--- config.mk ---
export PLATFORM = sky130hd
export DESIGN_NAME = hc_pipelined_subtractor_flat
export DESIGN_NICKNAME = d
export VERILOG_FILES = /design/src/rtl/hc_pipelined_subtractor_pkg.sv /design/src/rtl/hc_pipelined_subtractor_if.sv /design/src/rtl/hc_pipelined_subtractor_prefix_cell.sv /design/src/rtl/hc_pipelined_subtractor.sv /design/src/flat_wrapper.sv
export SDC_FILE = /design/constraint.sdc
export NUM_CORES = 1
export LEC_CHECK = 0
export ABC_AREA = 1
export CORE_MARGIN = 3
export CORE_UTILIZATION = 30
export DETAILED_ROUTE_END_ITERATION = 10
export DONT_BUFFER_PORTS = 1
export PLACE_DENSITY = 0.56
export SLEW_MARGIN = 15
export SYNTH_ARGS = -nofsm -noshare
export SYNTH_HDL_FRONTEND = slang
export SYNTH_SLANG_ARGS = --single-unit
--- constraint.sdc ---
create_clock -name clk -period 1.68 [get_ports clk]
set_input_delay 0.252 -clock clk [delete_from_list [all_inputs] [get_ports clk]]
set_output_delay 0.252 -clock clk [all_outputs]
set_load 0.05 [all_outputs]
--- src/rtl/hc_pipelined_subtractor_pkg.sv ---
// Shared arithmetic package for the Han-Carlson adder/subtractor family:
// generate/propagate pair type and the prefix black-cell operator.
package hc_arith_pkg;

    // Default operand width of the datapath family
    localparam int unsigned HC_WIDTH  = 16;
    // Number of prefix levels in the even-bit tree
    localparam int unsigned HC_LEVELS = $clog2(HC_WIDTH);

    // Generate / propagate pair for one bit or one bit group
    typedef struct packed {
        logic g;
        logic p;
    } pg_t;

    // Black-cell operator: merges a higher group with the adjacent lower group
    function automatic pg_t pg_combine(pg_t hi, pg_t lo);
        pg_t r;
        r.g = hi.g | (hi.p & lo.g);
        r.p = hi.p & lo.p;
        return r;
    endfunction

endpackage

--- src/rtl/hc_pipelined_subtractor_if.sv ---
// Operand/result handshake bundle for the pipelined subtractor.
// master = producer/consumer side, slave = the subtractor itself.
interface hc_pipelined_subtractor_if #(
    parameter int unsigned WIDTH = 16
);

    logic             in_valid;
    logic             in_ready;
    logic [WIDTH-1:0] a;
    logic [WIDTH-1:0] b;
    logic             bin;
    logic             out_valid;
    logic             out_ready;
    logic [WIDTH-1:0] diff;
    logic             bout;
    logic             ovf;
    logic             zero;

    modport master (
        output in_valid, a, b, bin, out_ready,
        input  in_ready, out_valid, diff, bout, ovf, zero
    );

    modport slave (
        input  in_valid, a, b, bin, out_ready,
        output in_ready, out_valid, diff, bout, ovf, zero
    );

endinterface

--- src/rtl/hc_pipelined_subtractor_prefix_cell.sv ---
// Han-Carlson black cell: one prefix merge of two adjacent g/p groups.
module hc_prefix_cell
    import hc_arith_pkg::*;
(
    input  pg_t hi,
    input  pg_t lo,
    output pg_t grp
);

    assign grp = pg_combine(hi, lo);

endmodule

--- src/rtl/hc_pipelined_subtractor.sv ---
// Three-stage elastic subtractor: diff = a - b - bin computed as a + ~b + ~bin
// through a Han-Carlson prefix network.
//   S0: operand registers, bitwise g/p
//   S1: even-bit prefix tree result registered
//   S2: odd-bit fix-up, sum and flags registered as the outputs
module hc_pipelined_subtractor
    import hc_arith_pkg::*;
#(
    parameter int unsigned WIDTH = 16
) (
    input  logic                    clk,
    input  logic                    rst,
    hc_pipelined_subtractor_if.slave bus
);

    localparam int unsigned LEVELS = $clog2(WIDTH);

    // ------------------------------------------------------------------
    // Stage state
    // ------------------------------------------------------------------
    logic             s0_valid;
    logic             s1_valid;
    logic             s2_valid;
    logic             s0_ready;
    logic             s1_ready;
    logic             s2_ready;

    logic [WIDTH-1:0] s0_a;
    logic [WIDTH-1:0] s0_nb;
    logic             s0_cin;

    pg_t              s1_grp [WIDTH];
    logic [WIDTH-1:0] s1_p;
    logic             s1_cin;
    logic             s1_a_msb;
    logic             s1_b_msb;

    logic [WIDTH-1:0] out_diff;
    logic             out_bout;
    logic             out_ovf;
    logic             out_zero;

    // ------------------------------------------------------------------
    // Combinational datapath signals
    // ------------------------------------------------------------------
    logic [WIDTH-1:0] s0_p;
    pg_t              bit_pg   [WIDTH];
    pg_t              tree_out [WIDTH];
    pg_t              s2_full  [WIDTH];
    logic [WIDTH-1:0] carry;
    logic [WIDTH-1:0] sum;
    logic             cout;
    logic             next_bout;
    logic             next_ovf;
    logic             next_zero;
    logic             fixup_p_unused;

    // ------------------------------------------------------------------
    // Handshake control
    // ------------------------------------------------------------------

    // A stage can take new contents when empty or when its occupant leaves this cycle
    always_comb begin
        s2_ready = !s2_valid || bus.out_ready;
        s1_ready = !s1_valid || s2_ready;
        s0_ready = !s0_valid || s1_ready;
    end

    assign bus.in_ready  = !rst && s0_ready;
    assign bus.out_valid = s2_valid;
    assign bus.diff      = out_diff;
    assign bus.bout      = out_bout;
    assign bus.ovf       = out_ovf;
    assign bus.zero      = out_zero;

    // Valid bits advance through the pipe; reset discards everything in flight
    always_ff @(posedge clk) begin
        if (rst) begin
            s0_valid <= 1'b0;
            s1_valid <= 1'b0;
            s2_valid <= 1'b0;
        end else begin
            if (s0_ready) s0_valid <= bus.in_valid;
            if (s1_ready) s1_valid <= s0_valid;
            if (s2_ready) s2_valid <= s1_valid;
        end
    end

    // ------------------------------------------------------------------
    // S0: operand capture (subtrahend inverted, borrow turned into carry)
    // ------------------------------------------------------------------

    // Operand registers load on accept; no reset needed, qualified by s0_valid
    always_ff @(posedge clk) begin
        if (s0_ready && bus.in_valid) begin
            s0_a   <= bus.a;
            s0_nb  <= ~bus.b;
            s0_cin <= ~bus.bin;
        end
    end

    assign s0_p = s0_a ^ s0_nb;

    // Bitwise g/p; carry-in folded into bit 0 so the tree needs no extra column
    always_comb begin
        for (int unsigned i = 0; i < WIDTH; i++) begin
            bit_pg[i].g = s0_a[i] & s0_nb[i];
            bit_pg[i].p = s0_p[i];
        end
        bit_pg[0].g = (s0_a[0] & s0_nb[0]) | (s0_p[0] & s0_cin);
    end

    // ------------------------------------------------------------------
    // S1: even-bit prefix tree (odd indices carry the groups)
    // Level 0 pairs each odd bit with its lower neighbour; later levels are
    // Kogge-Stone over the odd columns with doubling span.
    // ------------------------------------------------------------------
    generate
        for (genvar l = 0; l < LEVELS; l++) begin : g_lvl
            localparam int DIST = 1 << l;
            pg_t prv [WIDTH];
            pg_t nxt [WIDTH];

            if (l == 0) begin : g_src
                assign prv = bit_pg;
            end else begin : g_chain
                assign prv = g_lvl[l-1].nxt;
            end

            for (genvar i = 0; i < WIDTH; i++) begin : g_col
                if ((i % 2) == 1 && i >= DIST) begin : g_cell
                    hc_prefix_cell u_cell (
                        .hi  (prv[i]),
                        .lo  (prv[i-DIST]),
                        .grp (nxt[i])
                    );
                end else begin : g_pass
                    assign nxt[i] = prv[i];
                end
            end
        end
    endgenerate

    assign tree_out = g_lvl[LEVELS-1].nxt;

    // Tree result and the bits still needed by the final stage
    always_ff @(posedge clk) begin
        if (s1_ready && s0_valid) begin
            s1_grp   <= tree_out;
            s1_p     <= s0_p;
            s1_cin   <= s0_cin;
            s1_a_msb <= s0_a[WIDTH-1];
            s1_b_msb <= ~s0_nb[WIDTH-1];
        end
    end

    // ------------------------------------------------------------------
    // S2: odd-bit fix-up (even indices > 0 merge with the finished group below)
    // ------------------------------------------------------------------
    generate
        for (genvar i = 0; i < WIDTH; i++) begin : g_fix
            if ((i % 2) == 0 && i > 0) begin : g_cell
                hc_prefix_cell u_cell (
                    .hi  (s1_grp[i]),
                    .lo  (s1_grp[i-1]),
                    .grp (s2_full[i])
                );
            end else begin : g_pass
                assign s2_full[i] = s1_grp[i];
            end
        end
    endgenerate

    // Sum bits and flags from the full-prefix carries
    always_comb begin
        carry[0] = s1_cin;
        for (int unsigned i = 1; i < WIDTH; i++) begin
            carry[i] = s2_full[i-1].g;
        end
        sum       = s1_p ^ carry;
        cout      = s2_full[WIDTH-1].g;
        next_bout = ~cout;
        next_ovf  = (s1_a_msb != s1_b_msb) && (sum[WIDTH-1] != s1_a_msb);
        next_zero = (sum == '0);
    end

    // Group propagate terms of the completed prefixes are never consumed
    always_comb begin
        fixup_p_unused = 1'b0;
        for (int unsigned i = 0; i < WIDTH; i++) begin
            fixup_p_unused = fixup_p_unused ^ s2_full[i].p;
        end
    end

    // Output registers: hold while stalled, cleared by reset
    always_ff @(posedge clk) begin
        if (rst) begin
            out_diff <= '0;
            out_bout <= 1'b0;
            out_ovf  <= 1'b0;
            out_zero <= 1'b0;
        end else if (s2_ready && s1_valid) begin
            out_diff <= sum;
            out_bout <= next_bout;
            out_ovf  <= next_ovf;
            out_zero <= next_zero;
        end
    end

endmodule

--- src/flat_wrapper.sv ---
// flat-port wrapper written by rule: the top's interface ports become plain ports
module hc_pipelined_subtractor_flat import hc_arith_pkg::*;
#(
    parameter int unsigned WIDTH = 16
)
  (clk, rst, bus_in_valid, bus_a, bus_b, bus_bin, bus_out_ready, bus_in_ready, bus_out_valid, bus_diff, bus_bout, bus_ovf, bus_zero);
  hc_pipelined_subtractor_if #(.WIDTH(WIDTH)) bus_i ();
  input  logic clk;
  input  logic rst;
  input wire logic [$bits(bus_i.in_valid)-1:0] bus_in_valid;
  input wire logic [$bits(bus_i.a)-1:0] bus_a;
  input wire logic [$bits(bus_i.b)-1:0] bus_b;
  input wire logic [$bits(bus_i.bin)-1:0] bus_bin;
  input wire logic [$bits(bus_i.out_ready)-1:0] bus_out_ready;
  output wire logic [$bits(bus_i.in_ready)-1:0] bus_in_ready;
  output wire logic [$bits(bus_i.out_valid)-1:0] bus_out_valid;
  output wire logic [$bits(bus_i.diff)-1:0] bus_diff;
  output wire logic [$bits(bus_i.bout)-1:0] bus_bout;
  output wire logic [$bits(bus_i.ovf)-1:0] bus_ovf;
  output wire logic [$bits(bus_i.zero)-1:0] bus_zero;
  assign bus_i.in_valid = bus_in_valid;
  assign bus_i.a = bus_a;
  assign bus_i.b = bus_b;
  assign bus_i.bin = bus_bin;
  assign bus_i.out_ready = bus_out_ready;
  assign bus_in_ready = bus_i.in_ready;
  assign bus_out_valid = bus_i.out_valid;
  assign bus_diff = bus_i.diff;
  assign bus_bout = bus_i.bout;
  assign bus_ovf = bus_i.ovf;
  assign bus_zero = bus_i.zero;
  hc_pipelined_subtractor #(.WIDTH(WIDTH)) u_core (.clk(clk), .rst(rst), .bus(bus_i));
endmodule
==> results of run 1 <==
## Yosys cell counts
cell	n	area share [%]
edfxtp_1	68	56
nor2_1	49	5.1
inv_1	42	4.3
nand2_1	40	4.1
ha_1	23	7.9
dfxtp_1	22	12
a21oi_1	19	2.6
o21ai_0	10	1.4
o21ai_1	8	1.1
nand3_1	5	0.69
a21o_1	4	0.83
inv_2	4	0.41
xnor2_1	3	0.72
clkbuf_1	2	0.21
nor3_1	2	0.28
xor2_1	2	0.48
a21oi_4	1	0.45
a31oi_1	1	0.17
buf_2	1	0.14
buf_4	1	0.21
o211ai_1	1	0.21
o21a_1	1	0.21
or2_2	1	0.17
## through the flow
| step | instances | hold WS [ns] |
|---|---|---|
| 2_1_floorplan | 310 | 0.311 |
| 3_3_place_gp | 458 | 0.313 |
| 3_5_place_dp | 458 | 0.316 |
| 4_1_cts | 491 | 0.0325 |
| 5_1_grt | 494 | 0.0257 |
| 6_report | 494 | 0.0452 |
## worst paths after layout
check	depth (start not counted)	from	to	slack, ns
setup reg to reg	9	u_core.s0_a[0]$_DFFE_PP_	u_core.carry[10]$_DFFE_PP_	0.03
hold reg to reg	1	u_core.cout$_DFFE_PP_	u_core.bus.bout$_SDFFE_PP0P_	0.42
setup / recovery	9	u_core.s0_a[0]$_DFFE_PP_	u_core.carry[10]$_DFFE_PP_	0.03
hold / removal	1	bus_bin	u_core.s0_cin$_DFFE_PP_	0.05
## critical path, stage by stage (launching register included)
cell and delay, ns:
edfxtp_1 0.37, ha_1 0.31, nand2_1 0.09, nand2_2 0.08, a21oi_4 0.18, o21ai_2 0.09
nand2_1 0.10, nand2_2 0.06, nand2_1 0.06, nand2_1 0.05
## registers in the layout, indices dropped and copies added, names as in the netlist
signal / flops
u_core.carry: 8
u_core.s0_a: 16
u_core.s1_p: 16
u_core.bus.ovf: 1
u_core.bus.diff: 16
u_core.s0_valid: 1
u_core.bus.bout: 1
u_core.s1_valid: 1
u_core.s0_nb: 16
u_core.bus.out_valid: 1
u_core.cout: 1
u_core.s1_b_msb: 1
u_core.s1_a_msb: 1
u_core.s1_grp: 7
u_core.s0_cin: 1
u_core.bus.zero: 1
u_core.s1_cin: 1
## area by class of cell
type,count,area share (%)
multi-input combinational,170,22.9
sequential,90,55.9
timing repair buffer,29,6.42
inverter,46,4.14
clock buffer,10,5.15
clock inverter,6,1.46
tap,143,4.02
## report_power, final
group | internal, µW | total (µW) | switching (µW)
combinational | 168 | 432 | 264
sequential | 2530 | 2650 | 115
clock | 1160 | 1980 | 823
## layer usage
layer	vias to the layer above	GRT usage, %
met5	-	0
met4	0	3.87
met3	10	3.92
met2	54	17.0
met1	995	13.0
li1	1111	-
## cell families after synthesis
| kind of cell | count (synthesis) | synth area share [%] |
|---|---|---|
| adders and majority gates | 23 | 7.92 |
| DFF | 90 | 68.3 |
| xor gates and xnor gates | 5 | 1.21 |
| and+or+nand+nor | 97 | 10.3 |
| AOI/OAI and AO/OA | 45 | 6.95 |
| buffers and inverters | 50 | 5.30 |
## repair_timing
item                       in CTS  in global routing
hold buffers                   17                  0
hold endpoints to repair       20                  0
pin swaps                       0                  5
buffers inserted                0                  3
setup endpoints to repair       3                  6
resized for setup               1                 15
==> run_results.csv, run 1 <==
group,metric,value,unit
global_routing,grt_pass1_vias,2177,
finish,seqCellArea,2490,µm²
clock_tree,clkTransAtPathRegs,0.06,ns
sta,setup_violations,0,
logic_synthesis,synth_cells,310,
placed_design,io_buffers,0,
sta,final-hold-violation-count,0,
finish,final_cell_mix,"edfxtp_1, nor2_1, inv_1",
logic_synthesis,yosysUniqueCellTypes,23,
placed_design,preCtsSetupSlack,-0.0351,ns
floorplan,design.die.area,13500,µm²
logic_synthesis,syn_area_per_cell,11.7,µm²
global_routing,antenna_found_initial,0,
finish,final_area,4450,µm²
sta,finalClockSkew,0.0103,ns
placed_design,globalplace.congestion,0.767,
detailed_routing,drt_pre_antenna_iters,4,
worst_setup_path,path_class,"reg2reg",
placed_design,placed_area,3900,µm²
pwr,power.density,1140,nW/µm²
worst_setup_path,cp.arrival,1.73,ns
sta,maxSlewViolCount,0,
detailed_routing,avgViaCountPerCell,4.39,
logic_synthesis,ys_warn_count,0,
sta,rsz0062_at_grt,"true",
sta,worstMarginPinSlew,0.562,ns
clock_tree,clk_latency,0.34,ns
logic_synthesis,ys_seq_area_share,68.3,%
detailed_routing,dr_wl_met2,3180,µm
detailed_routing,drc,0,
global_routing,overflow,0,
floorplan,die_y,116,µm
detailed_routing,wl_met1,2910,µm
global_routing,grt_pass1_wl,10700,µm
finish,fillerInstances,1137,
pwr,power,5060,µW
clock_tree,cts-buffers-inserted,9,
floorplan,core_area,11600,µm²
finish,drive_above_1_share,14.5,%
clock_tree,tritoncts,"built",
pwr,cellLeakagePower,0.00183,µW
clock_tree,clock_sinks,90,
status,status,"completed",
finish,fin_util,38.3,%
worst_setup_path,crit_required,1.75,ns
sta,fin_setup_tns,0,ns
hold_path,min_path_type,"in2reg",
clock_tree,cts_root_buffer,"clkbuf_16",
detailed_routing,top_layer,"met4",
finish,nets,406,
detailed_routing,wirelength,6560,µm
sta,fin_ws,0.0277,ns
finish,syn2layout_area_growth,22.3,%
sta,clock.fmax,605,MHz
finish,layout_commonest_cell,"edfxtp_1",
logic_synthesis,syn-num-nets,370,
floorplan,die_w,116,µm
worst_setup_path,start_kind,"register",
sta,fin_crit_sh,98.4,%
detailed_routing,wl_met3,370,µm
pwr,vdd_drop_max,0.696,mV
detailed_routing,vias,2170,
clock_tree,ctsHtreeMaxLevel,3,
global_routing,grt_start_max_net_pins,36,
logic_synthesis,ys_seq_elements,90,
finish,multi_input_area,1020,µm²
floorplan,initial_utilization,31.3,%
floorplan,num_rows,39,
sta,slew_headroom,62.5,%
sta,period_needed,1.65,ns
worst_setup_path,crit_fanout,3,
detailed_routing,drtAntennaViolNets,0,
global_routing,track_usage,10.5,%
detailed_routing,routedWlPerCell,13.3,µm
logic_synthesis,syn_area,3630,µm²
worst_setup_path,end_kind,"register",
flow_run,maxCapViolCount,0,
detailed_routing,first_iter_violations,146,
clock_tree,cts.path.max_buffers,2,
finish,antenna_cells,0,
floorplan,ios,58,
placed_design,post-dp-hpwl,4700,µm
No activity file was read; power rests on OpenSTA's default activity.
==> inputs of run 2 (changes only) <==
PLACE_DENSITY = 0.55   (was 0.56)
REMOVE_ABC_BUFFERS = 1   (was unset)
clock period = 2.05 ns   (was 1.68 ns; I/O delays follow)
==> run 2 against run 1 <==
Compared with the run above:
- via count decreased by 5.1%
- cell area shrank 7.6%
- core utilization down 2.9 points
- setup slack better by 0.36 ns
- global-route usage increased by 0.10 points
- clock skew fell by 0.0017 ns
- clock-buffer cell count rose by 1
- sequential cell count unchanged
- maximum frequency fell by 0.70%
- critical path type unchanged
==> run_results.csv, run 2 (same netlist as run 1, synthesis figures left out) <==
group,metric,value,unit
status,status,"completed",
detailed_routing,vias,2059,
placed_design,placed_area,3840,µm²
pwr,sequentialPowerShare,55.8,%
worst_setup_path,cp.arrival,1.75,ns
detailed_routing,drtAntennaViolNets,0,
clock_tree,ctsResizeCount,0,
finish,seqCellArea,2480,µm²
sta,rsz0062_at_grt,"false",
floorplan,die_w,116,µm
worst_setup_path,crit_fanout,3,
clock_tree,cts_root_buffer,"clkbuf_16",
clock_tree,cts.path.max_buffers,2,
floorplan,initial_utilization,31.3,%
placed_design,post-dp-hpwl,4860,µm
finish,fillerInstances,1139,
finish,nets,382,
clock_tree,ctsHoldBuffers,0,
global_routing,grt_pass1_vias,2131,
pwr,power_frac_clock,37.2,%
clock_tree,clkTransAtPathRegs,0.06,ns
global_routing,grt_start_max_net_pins,34,
global_routing,antenna_found_initial,1,
pwr,comb_power_share,7.0,%
worst_setup_path,crit_top_cell,"nand2_1",
hold_path,hold_path_depth,1,
worst_setup_path,ff2ff_path_depth,9,
sta,final-hold-violation-count,0,
pwr,netSwitchingPower,936,µW
clock_tree,ctsHtreeMaxLevel,3,
floorplan,die_y,116,µm
placed_design,globalplace.congestion,0.758,
sta,slew_headroom,60.2,%
worst_setup_path,path_class,"reg2reg",
detailed_routing,avgViaCountPerCell,4.38,
sta,setup_violations,0,
clock_tree,tritoncts,"built",
sta,clock.fmax,601,MHz
clock_tree,post-cts-setup-buffer-count,0,
sta,fin_setup_tns,0,ns
sta,maxSlewViolCount,0,
finish,final_area,4110,µm²
detailed_routing,drt_pre_antenna_iters,4,
finish,multi_input_area,960,µm²
global_routing,track_usage,10.6,%
pwr,p_int,2990,µW
floorplan,num_rows,39,
clock_tree,clk_latency,0.34,ns
finish,layout_commonest_cell,"edfxtp_1",
global_routing,grt_pass1_wl,10500,µm
finish,drive_above_1_share,7.03,%
worst_setup_path,max_stage_delay,0.37,ns
detailed_routing,first_iter_violations,119,
sta,worstMarginPinSlew,0.597,ns
sta,finalClockSkew,0.00859,ns
clock_tree,cts-buffers-inserted,9,
pwr,vdd_drop_max,0.539,mV
sta,fin_crit_sh,81.2,%
pwr,power.density,956,nW/µm²
detailed_routing,drc,0,
floorplan,core_area,11600,µm²
clock_tree,clock_sinks,90,
floorplan,ios,58,
flow_run,maxCapViolCount,0,
worst_setup_path,crit_slowest_cell,"edfxtp_1",
pwr,cellLeakagePower,0.00170,µW
worst_setup_path,start_kind,"register",
pwr,swShare,23.8,%
worst_setup_path,path_cells,"ha_1 -> nand2_1 -> nand2_1 -> a21oi_1 -> o21ai_1 -> nand2_1 -> nand2_1 -> nand2_1 -> nand2_1",
sta,period_needed,1.66,ns
detailed_routing,routedWlPerCell,14.1,µm
global_routing,overflow,0,
finish,final_cell_mix,"edfxtp_1, nor2_1, inv_1",
finish,syn2layout_area_growth,13.0,%
finish,antenna_cells,0,
detailed_routing,wirelength,6640,µm
worst_setup_path,crit_required,2.13,ns
worst_setup_path,end_kind,"register",
hold_path,min_path_type,"in2reg",
floorplan,design.die.area,13500,µm²
placed_design,io_buffers,0,
run 2: changes by cell type in the layout (fill, tap and decap cells not counted), moves of 3 or more:
| cell | change |
|---|---|
| inv_1 | +3 |
| nand2_2 | -7 |
| a21oi_1 | +3 |
| buf_4 | -6 |
| nand2_1 | +8 |
| dlygate4sd3_1 | -17 |
run 2: cell type report:
type,count,area share (%)
Clock buffer,11,5.67
Clock inverter,5,0.761
Inverter,46,4.20
Multi-Input combinational cell,170,23.4
Sequential cell,90,60.4
Tap cell,143,4.36
Timing Repair Buffer,5,1.22
run 2: critical path: cells and delay by family (launching register included):
family	cells	cell delay, ns
flip-flops	1	0.37
AND/OR/NAND/NOR	6	0.41
AO/OA/AOI/OAI	2	0.30
adder cells (fa/ha/maj)	1	0.32
run 2: through the flow:
stage	power (µW)	std cells	utilization [%]	hold WS, ns	setup slack [ns]
2_1_floorplan	2420	306	-	0.377	0.140
6_report	3930	470	35.4	0.0310	0.386
3_5_place_dp	2510	454	33.1	0.382	0.400
5_1_grt	4110	470	35.4	0.0167	0.230
4_1_cts	3980	470	35.4	0.0174	0.389
3_3_place_gp	2500	454	33.1	0.379	0.451
run 2: per-layer routing:
metal	GRT usage (%)	vias up	part of all wire (%)
li1	-	1066	-
met1	12.6	930	46
met4	4.33	2	0.87
met5	0	-	0.20
met2	16.8	55	47
met3	4.91	6	6.0
run 2: power by group through the flow:
stage | combinational [µW] | sequential, µW | clock [µW]
after floorplan | 200 | 2220 | 0
after global placement | 274 | 2230 | 0
after detailed placement | 278 | 2230 | 0
after CTS | 281 | 2190 | 1510
after global routing | 319 | 2200 | 1590
final | 276 | 2190 | 1460
run 2: final timing paths:
kind	slack, ns	to	from
worst max-delay path	0.39	u_core.carry[10]$_DFFE_PP_	u_core.s0_nb[0]$_DFFE_PP_
worst max register to register	0.39	u_core.carry[10]$_DFFE_PP_	u_core.s0_nb[0]$_DFFE_PP_
worst min-delay path	0.03	u_core.bus.out_valid$_SDFFE_PP0P_	rst
worst min register to register	0.44	u_core.bus.bout$_SDFFE_PP0P_	u_core.cout$_DFFE_PP_
==> inputs of run 3 (changes only) <==
ABC_AREA = 0   (was 1)
PLACE_DENSITY = 0.56   (was 0.55)
clock period = 1.5 ns   (was 2.05 ns; I/O delays follow)
==> run 3 against run 2 <==
Compared with the run above:
- the flow now finishes with violations (negative setup slack)
- register-to-register slack worse by 0.70 ns
- combinational power rose to 3.1 times the previous value
- highest routed layer is now met4
- routed wire length up 4.7%
- cell area up 18%
- clock-buffer cell count down 1
- largest cell class unchanged
- largest power group unchanged
- setup slack worse by 0.70 ns
- non-clock buffer count up 67
- sequential share of layout area down 9.0 points
==> run_results.csv, run 3 <==
group,metric,value,unit
sta,final-hold-violation-count,0,
pwr,sequentialPowerShare,48.4,%
worst_setup_path,worstSetupStartpoint,"u_core.s0_a[0]$_DFFE_PP_",
worst_setup_path,crit_top_cell,"a21o_1",
finish,final_cell_mix,"edfxtp_1, buf_4, nand2_1",
detailed_routing,drtAntennaViolNets,0,
worst_setup_path,critical_path.top_delay_family,"compound AO/OA/AOI/OAI gates",
sta,finalClockSkew,0.00642,ns
pwr,swShare,22.9,%
worst_setup_path,max_stage_delay,0.37,ns
sta,period_needed,1.81,ns
clock_tree,cts.path.max_buffers,2,
global_routing,track_usage,11.2,%
worst_setup_path,crit_fanout,4,
finish,instances_no_fill,492,
worst_setup_path,path_cells,"ha_1 -> a21o_1 -> nand4_1 -> nand3_2 -> a21o_1 -> a21oi_2 -> o31ai_1",
sta,fin_ws,-0.313,ns
finish,nets,404,
detailed_routing,first_iter_violations,134,
pwr,netSwitchingPower,1410,µW
placed_design,globalplace.congestion,0.789,
floorplan,core_area,11600,µm²
clock_tree,clkTransAtPathRegs,0.06,ns
detailed_routing,top_layer,"met4",
pwr,comb_power_share,13.7,%
placed_design,placed_area,4140,µm²
sta,maxSlewViolCount,0,
pwr,vdd_drop_max,0.836,mV
logic_synthesis,synth_flop_cell,"edfxtp_1",
logic_synthesis,syn_area,3590,µm²
global_routing,grt_start_max_net_pins,36,
detailed_routing,routedWlPerCell,14.1,µm
clock_tree,clock_sinks,90,
finish,layout_commonest_cell,"edfxtp_1",
sta,worstMarginPinSlew,0.786,ns
worst_setup_path,end_kind,"register",
logic_synthesis,synthTopCellsByArea,"edfxtp_1, dfxtp_1, ha_1",
clock_tree,ctsHtreeMaxLevel,3,
sta,clock.fmax,551,MHz
pwr,power_frac_clock,37.9,%
worst_setup_path,critPathBufInv,0,
finish,syn2layout_area_growth,34.4,%
floorplan,num_rows,39,
placed_design,io_buffers,0,
worst_setup_path,r2r-end,"u_core.carry[14]$_DFFE_PP_",
logic_synthesis,synth_cells,267,
pwr,power.density,1270,nW/µm²
detailed_routing,avgViaCountPerCell,4.50,
finish,antenna_cells,0,
floorplan,die_w,115,µm
worst_setup_path,rr_startpoint,"u_core.s0_a[0]$_DFFE_PP_",
detailed_routing,wirelength,6950,µm
worst_setup_path,path_class,"reg2reg",
sta,slew_headroom,47.5,%
detailed_routing,dr_wl_met2,3180,µm
detailed_routing,drt_pre_antenna_iters,6,
worst_setup_path,start_kind,"register",
placed_design,post-dp-hpwl,4800,µm
logic_synthesis,synth_top_area_share,56.8,%
logic_synthesis,syn_area_per_cell,13.5,µm²
clock_tree,cts-buffers-inserted,9,
floorplan,initial_utilization,31.1,%
flow_run,maxCapViolCount,0,
logic_synthesis,yosysUniqueCellTypes,35,
placed_design,place_inst,452,
worst_setup_path,crit_slowest_cell,"edfxtp_1",
logic_synthesis,ys_seq_area_share,69.1,%
logic_synthesis,ys_warn_count,0,
sta,fin_setup_tns,-1.54,ns
sta,fin_crit_sh,121,%
finish,fillerInstances,1068,
global_routing,grt_pass1_wl,11300,µm
logic_synthesis,ys_async_sr_fraction,0,%
detailed_routing,wl_met1,3270,µm
clock_tree,tritoncts,"built",
clock_tree,clk_latency,0.34,ns
finish,drive_above_1_share,28.4,%
sta,setup_violations,7,
logic_synthesis,synth_enable_flop_cells,68,
logic_synthesis,ys_seq_elements,90,
sta,rsz0062_at_grt,"true",
floorplan,die_y,115,µm
status,status,"finished with violations",
pwr,p_int,4740,µW
floorplan,design.die.area,13300,µm²
detailed_routing,vias,2216,
pwr,cellLeakagePower,0.00189,µW
worst_setup_path,reg2reg_slack,-0.31,ns
logic_synthesis,yosysMostFrequentCell,"edfxtp_1",
global_routing,grt_pass1_vias,2206,
global_routing,overflow,0,
global_routing,antenna_found_initial,0,
logic_synthesis,synth_common_cells,"edfxtp_1, nand2_1, ha_1, dfxtp_1",
hold_path,min_path_type,"in2reg",
hold_path,hold_end,"u_core.s0_nb[7]$_DFFE_PP_",
detailed_routing,wl_met3,356,µm
clock_tree,cts_root_buffer,"clkbuf_16",
finish,final_area,4830,µm²
hold_path,worstHoldStart,"bus_b[7]",
logic_synthesis,yosysTopAreaCell,"edfxtp_1",
detailed_routing,drc,0,
worst_setup_path,ff2ff_path_depth,7,
worst_setup_path,crit_required,1.58,ns
floorplan,ios,58,
worst_setup_path,cp.arrival,1.89,ns
hold_path,hold_path_depth,1,
status,violations,"negative setup slack",
## run 3: power by group through the flow
stage / Clock [µW] / Combinational, µW / Sequential [µW]
2_1_floorplan: 0 / 344 / 3070
3_3_place_gp: 0 / 704 / 3020
3_5_place_dp: 0 / 708 / 3020
4_1_cts: 2400 / 811 / 2980
5_1_grt: 2510 / 935 / 2990
6_report: 2330 / 843 / 2980
## run 3: what timing repair did
item | in CTS | in global routing
buffers inserted | 2 | 2
hold buffers | 20 | 0
pin swaps | 22 | 13
resized for setup | 24 | 11
endpoints found under the setup margin | 9 | 8
endpoints found under the hold margin | 40 | 0
## run 3: cells by family after synthesis
group | synth area share (%)
compound gates | 7.18
xor+xnor | 2.19
fa+ha+maj | 8.01
buf+inv | 2.86
flops | 69.1
mux | 0.279
simple gates | 10.4
## run 3: area by class of cell
type | instances | area, µm² | area share [%]
clock buffers | 10 | 229 | 4.74
inverters | 19 | 71.3 | 1.48
repair buffers | 72 | 619 | 12.8
well taps | 143 | 179 | 3.70
flip-flops and latches | 90 | 2480 | 51.4
multi-input cells | 152 | 1170 | 24.1
clock inverters | 6 | 81.3 | 1.68
## run 3: per-layer routing
layer	up-vias	GRT usage, %
met5	-	0
li1	1111	-
met1	1041	15.1
met4	0	5.40
met2	57	16.7
met3	7	3.34
## run 3: stage by stage
stage,power [µW],setup slack (ns),hold slack (ns),util (%)
global placement,3720,-0.383,0.299,35.8
global route,6440,-0.409,0.00565,41.8
finish,6150,-0.313,0.0160,41.8
CTS,6180,-0.325,0.000792,41.2
detailed placement,3730,-0.430,0.301,35.8
floorplan,3410,-2.25,0.294,-
## run 3: worst max-delay path by stage
stage                     slack (ns)                          to  cells past startpoint
final                          -0.31  u_core.carry[14]$_DFFE_PP_                      7
after global routing           -0.41  u_core.carry[14]$_DFFE_PP_                      7
after CTS                      -0.32  u_core.carry[14]$_DFFE_PP_                      7
after detailed placement       -0.43  u_core.carry[14]$_DFFE_PP_                      7
after global placement         -0.38   u_core.carry[8]$_DFFE_PP_                      7
after floorplan                -2.25  u_core.carry[10]$_DFFE_PP_                      2
